## config.mk

```make
export PLATFORM = sky130hd
export DESIGN_NAME = ma_stage_flat
export DESIGN_NICKNAME = d
export VERILOG_FILES = /design/src/rtl/ma_stage_if.sv /design/src/rtl/ma_stage.sv /design/src/flat_wrapper.sv
export SDC_FILE = /design/constraint.sdc
export NUM_CORES = 1
export LEC_CHECK = 0
export ABC_AREA = 1
export ABC_CLOCK_PERIOD_IN_PS = 1700
export BUFFER_PORTS_ARGS = -buffer_cell sky130_fd_sc_hd__buf_2
export CAP_MARGIN = 20
export CORE_UTILIZATION = 52
export DETAILED_ROUTE_END_ITERATION = 10
export GPL_TIMING_DRIVEN = 0
export PLACE_DENSITY_LB_ADDON = 0.25
export SYNTH_ARGS = -nofsm -noshare
export SYNTH_HDL_FRONTEND = slang
export SYNTH_SLANG_ARGS = --single-unit
```

## constraint.sdc

```tcl
create_clock -name clk -period 1.7 [get_ports clk]
set_input_delay 0.085 -clock clk [delete_from_list [all_inputs] [get_ports clk]]
set_output_delay 0.085 -clock clk [all_outputs]
set_load 0.02 [all_outputs]
```

## src/rtl/ma_stage_if.sv

```systemverilog
// Shared pipeline bundle types for the memory-access stage, and the data-memory
// req/ack bus it masters.
package ma_stage_pkg;
  localparam int unsigned XLEN   = 32;
  localparam int unsigned REG_AW = 5;

  typedef struct packed {
    logic              isLd;
    logic              isSt;
    logic              regWrite;
    logic              memToReg;
    logic [REG_AW-1:0] rd;
  } Ctrl_t;

  typedef struct packed {
    logic [XLEN-1:0] pc;
    logic [XLEN-1:0] aluresult;
    logic [XLEN-1:0] op2;
    logic [XLEN-1:0] instr;
    Ctrl_t           ctrl;
  } Ex_Ma_t;

  typedef struct packed {
    logic [XLEN-1:0] pc;
    logic [XLEN-1:0] aluresult;
    logic [XLEN-1:0] ldresult;
    logic [XLEN-1:0] instr;
    Ctrl_t           ctrl;
  } Ma_Rw_t;
endpackage

interface ma_stage_if;
  import ma_stage_pkg::*;

  logic            req;
  logic            we;
  logic [XLEN-1:0] addr;
  logic [XLEN-1:0] wdata;
  logic [XLEN-1:0] rdata;
  logic            ack;

  modport master (output req, we, addr, wdata, input rdata, ack);
  modport slave  (input req, we, addr, wdata, output rdata, ack);
endinterface

```

## src/rtl/ma_stage.sv

```systemverilog
// Memory-access pipeline stage: single outstanding load/store with bounded wait.
// Optional MA_ALIGN_CHECK_EN faults misaligned accesses without touching memory.
module ma_stage
  import ma_stage_pkg::*;
#(
  parameter int unsigned MEM_TIMEOUT = 16
) (
  input  logic              clk,
  input  logic              rst,
  input  Ex_Ma_t            ex_ma_q,
  input  logic              ex_ma_valid,
  output logic              ma_stall,
  ma_stage_if.master        dmem,
  output Ma_Rw_t            ma_rw_q,
  output logic              ma_rw_valid,
  output logic              mem_err
);

  localparam int unsigned    CNT_W    = 8;
  localparam logic [CNT_W-1:0] CNT_LAST = CNT_W'(MEM_TIMEOUT - 1);

  typedef enum logic {IDLE, BUSY} state_t;

  state_t           state;
  logic [CNT_W-1:0] cnt;
  Ex_Ma_t           hold;
  logic             is_mem;
  logic             misaligned;

  function automatic Ma_Rw_t to_rw(input Ex_Ma_t b, input logic [XLEN-1:0] ld);
    Ma_Rw_t r;
    r.pc        = b.pc;
    r.aluresult = b.aluresult;
    r.ldresult  = ld;
    r.instr     = b.instr;
    r.ctrl      = b.ctrl;
    return r;
  endfunction

  assign is_mem = ex_ma_q.ctrl.isLd | ex_ma_q.ctrl.isSt;

`ifdef MA_ALIGN_CHECK_EN
  assign misaligned = |ex_ma_q.aluresult[1:0];
`else
  assign misaligned = 1'b0;
`endif

  assign ma_stall = (state == BUSY);

  // Stage FSM; retire pulses default low every cycle.
  always_ff @(posedge clk) begin
    if (rst) begin
      state       <= IDLE;
      cnt         <= '0;
      hold        <= '0;
      dmem.req    <= 1'b0;
      dmem.we     <= 1'b0;
      dmem.addr   <= '0;
      dmem.wdata  <= '0;
      ma_rw_q     <= '0;
      ma_rw_valid <= 1'b0;
      mem_err     <= 1'b0;
    end else begin
      ma_rw_valid <= 1'b0;
      mem_err     <= 1'b0;
      case (state)
        IDLE: begin
          if (ex_ma_valid) begin
            if (!is_mem) begin
              ma_rw_q     <= to_rw(ex_ma_q, '0);
              ma_rw_valid <= 1'b1;
            end else if (misaligned) begin
              ma_rw_q     <= to_rw(ex_ma_q, '0);
              ma_rw_valid <= 1'b1;
              mem_err     <= 1'b1;
            end else begin
              // Both isLd and isSt set resolves to a store via we.
              hold       <= ex_ma_q;
              dmem.req   <= 1'b1;
              dmem.we    <= ex_ma_q.ctrl.isSt;
              dmem.addr  <= ex_ma_q.aluresult;
              dmem.wdata <= ex_ma_q.op2;
              cnt        <= '0;
              state      <= BUSY;
            end
          end
        end
        BUSY: begin
          if (dmem.ack) begin
            dmem.req    <= 1'b0;
            ma_rw_q     <= to_rw(hold, hold.ctrl.isSt ? '0 : dmem.rdata);
            ma_rw_valid <= 1'b1;
            state       <= IDLE;
          end else if (cnt == CNT_LAST) begin
            dmem.req    <= 1'b0;
            ma_rw_q     <= to_rw(hold, '0);
            ma_rw_valid <= 1'b1;
            mem_err     <= 1'b1;
            state       <= IDLE;
          end else begin
            cnt <= cnt + CNT_W'(1);
          end
        end
        default: state <= IDLE;
      endcase
    end
  end

endmodule

```

## src/flat_wrapper.sv

```systemverilog
// flat-port wrapper written by rule: the top's interface ports become plain ports
module ma_stage_flat import ma_stage_pkg::*;
#(
  parameter int unsigned MEM_TIMEOUT = 16
)
  (clk, rst, ex_ma_q, ex_ma_valid, ma_stall, ma_rw_q, ma_rw_valid, mem_err, dmem_req, dmem_we, dmem_addr, dmem_wdata, dmem_rdata, dmem_ack);
  ma_stage_if dmem_i ();
  input  logic clk;
  input  logic rst;
  input  Ex_Ma_t ex_ma_q;
  input  logic ex_ma_valid;
  output logic ma_stall;
  output Ma_Rw_t ma_rw_q;
  output logic ma_rw_valid;
  output logic mem_err;
  output wire logic [$bits(dmem_i.req)-1:0] dmem_req;
  output wire logic [$bits(dmem_i.we)-1:0] dmem_we;
  output wire logic [$bits(dmem_i.addr)-1:0] dmem_addr;
  output wire logic [$bits(dmem_i.wdata)-1:0] dmem_wdata;
  input wire logic [$bits(dmem_i.rdata)-1:0] dmem_rdata;
  input wire logic [$bits(dmem_i.ack)-1:0] dmem_ack;
  assign dmem_req = dmem_i.req;
  assign dmem_we = dmem_i.we;
  assign dmem_addr = dmem_i.addr;
  assign dmem_wdata = dmem_i.wdata;
  assign dmem_i.rdata = dmem_rdata;
  assign dmem_i.ack = dmem_ack;
  ma_stage #(.MEM_TIMEOUT(MEM_TIMEOUT)) u_core (.clk(clk), .rst(rst), .ex_ma_q(ex_ma_q), .ex_ma_valid(ex_ma_valid), .ma_stall(ma_stall), .dmem(dmem_i), .ma_rw_q(ma_rw_q), .ma_rw_valid(ma_rw_valid), .mem_err(mem_err));
endmodule
```

==> results of run 1 <==
through the flow:
stage | setup TNS [ns] | total power, mW | worst slack [ns]
floorplan | 0 | 9.68 | 0.178
global placement | -74.87 | 10.8 | -0.387
detailed placement | -81.07 | 10.9 | -0.418
CTS | -0.0210 | 17.7 | -0.00853
global route | -2.15 | 18.6 | -0.0927
finish | -0.417 | 18.0 | -0.0452
per-layer routing:
metal	wire length (microns)	up-vias	part of all wire, %
met5	8	-	0.016
met4	2550	2	5.1
met3	4610	197	9.2
met2	23400	913	47
met1	19400	7173	39
li1	-	7198	-
sequential cells by signal, indices dropped and copies added, names as in the netlist:
register	flops
u_core.mem_err	1
u_core.cnt	8
u_core.dmem.wdata	32
u_core.hold	104
u_core.dmem.we	1
u_core.ma_stall	1
u_core.ma_rw_valid	1
u_core.ma_rw_q	137
u_core.dmem.req	1
cells in the mapped netlist (19+ instances only):
cell	number	area (sq um)
buf_2	56	280
nand4_1	138	863
nand2_1	472	1770
buf_4	40	300
buf_1	22	82.6
o21ai_0	114	571
nor2_1	373	1400
clkbuf_1	60	225
dfxtp_1	286	5730
nand3_1	19	95.1
inv_1	143	537
a21oi_1	114	571
a21boi_0	37	278
layout make-up:
cell class | count | area (sq um) | area share [%]
Antenna cell | 1 | 2.50 | 0.0135
Buffer | 181 | 1160 | 6.27
Clock buffer | 43 | 861 | 4.65
Clock inverter | 8 | 98.8 | 0.534
Inverter | 144 | 547 | 2.95
Multi-Input combinational cell | 1282 | 5880 | 31.8
Sequential cell | 286 | 5730 | 31.0
Tap cell | 324 | 405 | 2.19
Timing Repair Buffer | 567 | 3820 | 20.6
worst max-delay path by stage:
stage	cells past startpoint	endpoint	from
2_1_floorplan	8	u_core.ma_rw_q[120]$_SDFFE_PP0P_	u_core.cnt[0]$_SDFFE_PP0P_
3_3_place_gp	7	u_core.ma_rw_q[25]$_SDFFE_PP0P_	u_core.cnt[0]$_SDFFE_PP0P_
3_5_place_dp	7	u_core.ma_rw_q[25]$_SDFFE_PP0P_	u_core.cnt[0]$_SDFFE_PP0P_
4_1_cts	7	u_core.ma_rw_q[105]$_SDFFE_PP0P_	u_core.ma_stall$_SDFF_PP0_
5_1_grt	7	u_core.ma_rw_q[99]$_SDFFE_PP0P_	u_core.cnt[2]$_SDFFE_PP0P_
6_report	8	u_core.ma_rw_q[99]$_SDFFE_PP0P_	u_core.cnt[1]$_SDFFE_PP0P_
power by group through the flow:
stage	Clock, mW	Combinational (mW)	Sequential, mW
2_1_floorplan	0	1.66	8.02
3_3_place_gp	0	3.19	7.61
3_5_place_dp	0	3.24	7.63
4_1_cts	6.57	3.67	7.49
5_1_grt	6.84	4.24	7.56
6_report	6.57	3.95	7.52
kinds of logic (layout without fill, tap and decap cells):
group / after synthesis / in the layout / share of synthesized area [%]
compound gates: 267 / 267 / 11.2
fa+ha+maj: 1 / 1 / 0.0975
buf+inv: 325 / 943 / 11.4
flops: 286 / 286 / 44.6
other cells: 0 / 1 / 0
simple gates: 1012 / 1014 / 32.7
worst max-delay path, cell delays in order (launching register included):
cell and delay [ns]:
dfxtp_4 0.37, ha_4 0.16, nand3_4 0.12, o21bai_4 0.23, buf_12 0.13, nand3_4 0.21
buf_6 0.23, nor2_1 0.10, nor2_1 0.06
cell usage in the layout, fill, tap and decap left out, types with 2 or more instances in the layout:
cell,instances
buf_4,71
buf_12,2
o21ai_0,111
nand2_4,7
nand3_1,19
a21boi_0,36
clkbuf_16,34
o21ai_1,2
clkbuf_1,45
dfxtp_1,283
buf_6,17
clkbuf_2,19
clkbuf_4,5
inv_1,142
nor2_4,8
nand3_4,4
nor2_1,346
dfxtp_4,2
bufinv_16,2
nand4_1,138
buf_8,6
clkinvlp_4,2
clkbuf_8,4
nand2_1,468
a21oi_1,114
buf_2,407
clkinv_2,4
buf_1,11
nor2_2,21
dlygate4sd3_1,170
repair_timing:
| action | 4_1_cts | 5_1_grt |
|---|---|---|
| hold buffers | 170 | 0 |
| setup buffers | 1 | 12 |
| hold endpoints to repair | 275 | 0 |
| pin swaps | 3 | 2 |
| setup endpoints to repair | 284 | 250 |
| cloned | 3 | 5 |
| gates resized for setup | 88 | 103 |
==> results.md, run 1 <==
* Pwr/cell area at 975 mW/mm^2
* Gpl congestion at 0.904
* Met1 Use GR at between 40 and 50%
* Fin crit share at 103%
* Initial antenna violation count at 2
* Gr usage total at 37.1%
* Dpl cell area at roughly 0.015 sq mm
* Sw Ratio at between 30% and 40%
* Die Area at around 0.025 sq mm
* CP startpoint kind: flop
* VDD IR max at ~750 uV
* CTS sink count at 286
* Rel. slew slack at 48.8%
* Worst skew pair latency at 0.57 ns
* Synthesized Nets at roughly 2100
* Initial Util at 52.9%
* Crit path time final at approximately 1.7 ns
* Reg2Reg Capture Point: u_core.ma_rw_q[99]$_SDFFE_PP0P_
* Leakage at ~9.2 nW
* Maximum fanout along the worst path at 10
* Area of the mapped netlist at between 0.01 and 0.015 sq mm
* Worst-margin pin slew at slightly below 0.8 ns
* Setup ws final at -0.0452 ns
* Post-route ant nets at 0
* Post-synth EDFFs at 0
* Boundary Pins at between 300 and 400
* Final setup vio count at 28
* # H-tree levels at 1
* Post-Syn Area per Cell at approximately 6.8 sq um
* Reg2reg start: u_core.cnt[1]$_SDFFE_PP0P_
* Critical path data arrival time at about 2.2 ns
* Core ar. at between 0.02 and 0.025 sq mm
* Number of detailed-route iterations in the first pass at 8
* DPL Wire Length at ~32000 microns
* Num CTS Buffers at 31
* Final core occ at 76.3%
* CTS tree: yes
* Worst Path Required at ~2.1 ns
* Global-route wire length before repair at 75500 microns
* Sequential power share at about two fifths
* Die Y at 159 microns
* Area delta synth->final at 44.2%
* DR iter-0 viols at approximately 1700
* Via count at 15500
* Root buffer cell: clkbuf_16
* Post-synth ARST share at 0%
* Sequential share of the synthesized area at about 45%
* Max Freq at between 0.5 and 0.6 GHz
* GR Layer Usage met3 at 8.23%
* Hold path depth at 3
* Post-Route WL at ~50000 microns
* Top FF cell, synth: dfxtp_1
* Share of layout cells above drive strength 1 at roughly 25%
* Switching power at approximately 5.5 mW
* Wire per inst at approximately 18 microns
* Die X at ~160 microns
* Largest net degree at the start of global routing at 15
* Final net count at ~2700
* GRT Residual Overflow at 0
* Min-Delay Startpoint: rst
* Synth Register Bits at between 200 and 300
* Int Power at 12.6 mW
* Finished Cell Area at between 0.015 and 0.02 sq mm
* Hold Fails Final Rpt at 0
* Max-cap viol count at 0
* Inst Count DP at ~2600
* Worst hold endpoint: u_core.hold[8]$_SDFFE_PP0P_
* Ys Warns at 0
* Hold crit path type: in2reg
* Critical path class: reg2reg
* Violated checks: setup timing
* CP endpoint kind: flop
* DRC at 0
* Num rows at 57
* CTS clock-pin slew for the worst setup and hold paths at 0.06 ns
* RSZ-0062 raised after global routing: true
* I/O Buffers at about 380
* DR vias/cell at 5.46
* WHS at approximately 0.13 ns
* Fill cell count at roughly 1800
* Status: finished with violations
* Met2 Usage GRT at 61.9%
* Fin cells at roughly 2800
* Gate power share at around 22%
* Vias in the first global route at roughly 15000
* Clock share of power at between 30% and 40%
* R2r setup slk at -0.05 ns
* Max-slew violations at 0
* R2R depth at 8
* Gr busiest metal: met2
* Synth unique cells at 22
* Longest Clk Path Bufs at 3
* Post-synthesis cell count at 1891
* Skew final at 0.0232 ns
Power figures use the tool's default switching activity.
==> run 2, diff against run 1 <==
- ABC_AREA: 1 -> default
- CORE_UTILIZATION: 52 -> 51
- SLEW_MARGIN: default -> 20
==> run 2 against run 1 <==
The flow still finishes with violations (setup timing); die area fell by 7.7%; global-route usage is 2.7 points lower; synthesized area fell by 9.5%; power fell by 0.17%; largest power group unchanged.
==> results.md, run 2 <==
* Status: finished with violations (unchanged)
* Violated checks: setup timing (unchanged)
* DRC at 0 (unchanged)
* Sequential power share at 41.3% (was 41.7%)
* Max-cap viol count at 0 (unchanged)
* Gr usage total at 34.5% (was 37.1%)
* Boundary Pins at 379 (unchanged)
* Die Area at 0.0234 sq mm (was 0.0253 sq mm)
* Leakage at 7.47 nW (was 9.21 nW)
* Gate power share at 20.5% (was 21.9%)
* Post-route ant nets at 0 (unchanged)
* Reg2Reg Capture Point: u_core.ma_rw_q[97]$_SDFFE_PP0P_ (was u_core.ma_rw_q[99]$_SDFFE_PP0P_)
* Pwr/cell area at 1020 mW/mm^2 (was 975 mW/mm^2)
* Int Power at 12.8 mW (was 12.6 mW)
* Final core occ at 79.6% (was 76.3%)
* Ys Warns at 0 (unchanged)
* Largest regs: u_core.ma_rw_q x137, u_core.hold x104, u_core.dmem.wdata x32 (unchanged)
* CTS tree: yes (unchanged)
* Top FF cell, synth: dfxtp_1 (unchanged)
* Share of layout cells above drive strength 1 at 34.2% (was 24.8%)
* Die X at 153 microns (was 159 microns)
* CTS sink count at 286 (unchanged)
* Root buffer cell: clkbuf_16 (unchanged)
* Hold crit path type: in2reg (unchanged)
* Wire per inst at 19.6 microns (was 17.6 microns)
* DPL Wire Length at 25900 microns (was 32200 microns)
* Number of detailed-route iterations in the first pass at 5 (was 8)
* Largest net degree at the start of global routing at 15 (unchanged)
* Switching power at 5.16 mW (was 5.47 mW)
* Global-route wire length before repair at 65000 microns (was 75500 microns)
* Area of the mapped netlist at 0.0116 sq mm (was 0.0128 sq mm)
* DR vias/cell at 5.67 (was 5.46)
* Largest register FFs at 137 (unchanged)
* Reg2reg start: u_core.cnt[0]$_SDFFE_PP0P_ (was u_core.cnt[1]$_SDFFE_PP0P_)
* Vias in the first global route at 12400 (was 14500)
* Min-Delay Startpoint: ex_ma_valid (was rst)
* Worst hold endpoint: u_core.ma_rw_q[72]$_SDFFE_PP0P_ (was u_core.hold[8]$_SDFFE_PP0P_)
* Longest Clk Path Bufs at 3 (unchanged)
* Post-synth top cells: 311 x nand2_1, 286 x dfxtp_1, 280 x a21oi_1, 103 x mux2i_1, 78 x clkbuf_1 (was 472 x nand2_1, 373 x nor2_1, 286 x dfxtp_1, 143 x inv_1, 138 x nand4_1)
* Max Freq at 0.542 GHz (was 0.573 GHz)
* Core ar. at 0.0221 sq mm (was 0.0242 sq mm)
* Worst skew pair latency at 0.55 ns (was 0.57 ns)
* Hold path depth at 4 (was 3)
* Hold Fails Final Rpt at 0 (unchanged)
* Final setup vio count at 110 (was 28)
* Post-synth ARST share at 0% (unchanged)
* Synth area leader: dfxtp_1 (unchanged)
* WHS at 0.0752 ns (was 0.126 ns)
* Most frequent cells in the layout: 389 x buf_2, 311 x nand2_1, 281 x dfxtp_1 (was 468 x nand2_1, 407 x buf_2, 346 x nor2_1)
* Dpl ws at -0.475 ns (was -0.418 ns)
* Synth Register Bits at 286 (unchanged)
* Post-synthesis cell count at 1316 (was 1891)
* Synthesized Nets at 1490 (was 2065)
* Most frequent cell after synthesis: nand2_1 (unchanged)
* CP startpoint kind: flop (unchanged)
* Most flop-heavy register: u_core.ma_rw_q (unchanged)
* Num CTS Buffers at 30 (was 31)
* Post-Route WL at 43500 microns (was 50000 microns)
* Worst Path Required at 2.15 ns (was 2.14 ns)
* Via count at 12600 (was 15500)
* Setup_tns at -10.12 ns (was -0.417 ns)
* Post-synth EDFFs at 0 (unchanged)
* Final net count at 2095 (was 2667)
* Worst-margin pin slew at 0.847 ns (was 0.768 ns)
* # H-tree levels at 1 (unchanged)
* GRT Residual Overflow at 0 (unchanged)
* Synth top area cells: dfxtp_1 49%, a21oi_1 12%, nand2_1 10% (was dfxtp_1 45%, nand2_1 14%, nor2_1 11%)
* Post-Syn Area per Cell at 8.82 sq um (was 6.79 sq um)
* Sequential share of the synthesized area at 49.3% (was 44.6%)
* Maximum fanout along the worst path at 6 (was 10)
* CTS clock-pin slew for the worst setup and hold paths at 0.07 ns (was 0.06 ns)
* Critical path data arrival time at 2.29 ns (was 2.19 ns)
* Critical path class: reg2reg (unchanged)
* Initial antenna violation count at 2 (unchanged)
* RSZ-0062 raised after global routing: true (unchanged)
* Synth unique cells at 34 (was 22)
* Tot Pwr at 18.0 mW (about the same)
* Setup ws final at -0.144 ns (was -0.0452 ns)
* Clock share of power at 38.1% (was 36.4%)
* VDD IR max at 934 uV (was 754 uV)
* Area delta synth->final at 51.4% (was 44.2%)
* Fin crit share at 108% (was 103%)
* R2r setup slk at -0.14 ns (was -0.05 ns)
* CP endpoint kind: flop (unchanged)
* Skew final at 0.0172 ns (was 0.0232 ns)
* Gpl congestion at 0.892 (was 0.904)
* Synth top area share at 49.3% (was 44.6%)
* Sw Ratio at 28.6% (was 30.3%)
* R2R depth at 9 (was 8)
* Initial Util at 52.6% (was 52.9%)
* Crit path time final at 1.84 ns (was 1.75 ns)
* Max-slew violations at 0 (unchanged)
* I/O Buffers at 378 (unchanged)
* Rel. slew slack at 43.5% (was 48.8%)
* Die Y at 153 microns (was 159 microns)
* Commonest non-fill, non-tap cell in the layout: buf_2 (was nand2_1)
* DR iter-0 viols at 853 (was 1659)
* Num rows at 54 (was 57)
-- run 2: cell count changes after synthesis, sizes merged, moves of 18 or more --
| cell | delta |
|---|---|
| nand2 | -164 |
| nor2 | -371 |
| inv | -143 |
| o21ai | -79 |
| mux2i | +103 |
| a21oi | +167 |
| clkbuf | +18 |
| a211oi | +104 |
| buf | -47 |
| nand4 | -138 |
| a21boi | -37 |
-- run 2: worst max-delay path, cell delays in order, from the launching register on --
cell and delay [ns]:
dfxtp_4 0.36, ha_4 0.16, and3_4 0.20, a21oi_4 0.18
buf_6 0.14, nor2_4 0.04, buf_12 0.16, clkbuf_16 0.16
buf_8 0.14, a211oi_2 0.19
-- run 2: metrics by stage --
stage | instance area [sq um] | std cells
after detailed placement | 13900 | 1974
after floorplan | 11600 | 1316
after global routing | 17600 | 2225
final | 17600 | 2225
after CTS | 16900 | 2204
after global placement | 13900 | 1974
-- run 2: kinds of logic after synthesis --
kind of cell | synth area share (%)
AO/OA/AOI/OAI | 22.6
AND/OR/NAND/NOR | 12.0
flip-flops | 49.3
buffers and inverters | 7.16
adder cells (fa/ha/maj) | 0.108
multiplexers | 8.88
-- run 2: power by group through the flow --
stage	logic, mW	clock network (mW)	registers (mW)
final	3.70	6.87	7.44
after CTS	3.31	6.90	7.42
after global routing	3.93	7.18	7.48
after floorplan	1.48	0	7.92
after global placement	2.84	0	7.54
after detailed placement	2.90	0	7.56
-- run 2: final cells by class --
type | count | area [sq um]
multi-input combinational | 877 | 5370
antenna | 2 | 5.00
inverter | 1 | 3.75
clock inverter | 12 | 145
sequential | 286 | 5740
timing repair buffer | 574 | 4010
clock buffer | 42 | 897
tap | 280 | 350
buffer | 151 | 1070
fill | 1374 | 4510
-- run 2: worst max-delay path by stage --
| stage | cells past startpoint | to | start | slack [ns] |
|---|---|---|---|---|
| floorplan | 6 | u_core.cnt[7]$_SDFFE_PP0P_ | u_core.ma_stall$_SDFF_PP0_ | 0.004 |
| global placement | 7 | u_core.cnt[0]$_SDFFE_PP0P_ | u_core.ma_stall$_SDFF_PP0_ | -0.65 |
| global route | 7 | u_core.ma_rw_q[122]$_SDFFE_PP0P_ | ex_ma_q[8] | -0.17 |
| CTS | 7 | u_core.ma_rw_q[18]$_SDFFE_PP0P_ | u_core.cnt[7]$_SDFFE_PP0P_ | -0.07 |
| detailed placement | 5 | u_core.hold[6]$_SDFFE_PP0P_ | rst | -0.48 |
| finish | 9 | u_core.ma_rw_q[97]$_SDFFE_PP0P_ | u_core.cnt[0]$_SDFFE_PP0P_ | -0.14 |
-- run 2: repair_timing --
| item | in CTS | in global routing |
|---|---|---|
| setup endpoints to repair | 281 | 219 |
| endpoints found under the hold margin | 275 | 0 |
| hold buffers | 173 | 0 |
| buffers inserted | 4 | 8 |
| gates cloned | 0 | 11 |
| pin swaps | 3 | 15 |
| resized for setup | 84 | 99 |
-- run 2: layer usage --
layer	part of all wire (%)	global-route usage, %	up-vias
met5	0	0	-
met4	7.0	22.7	0
met2	49	58.5	737
li1	-	-	5759
met3	6.7	5.76	206
met1	38	40.3	5903
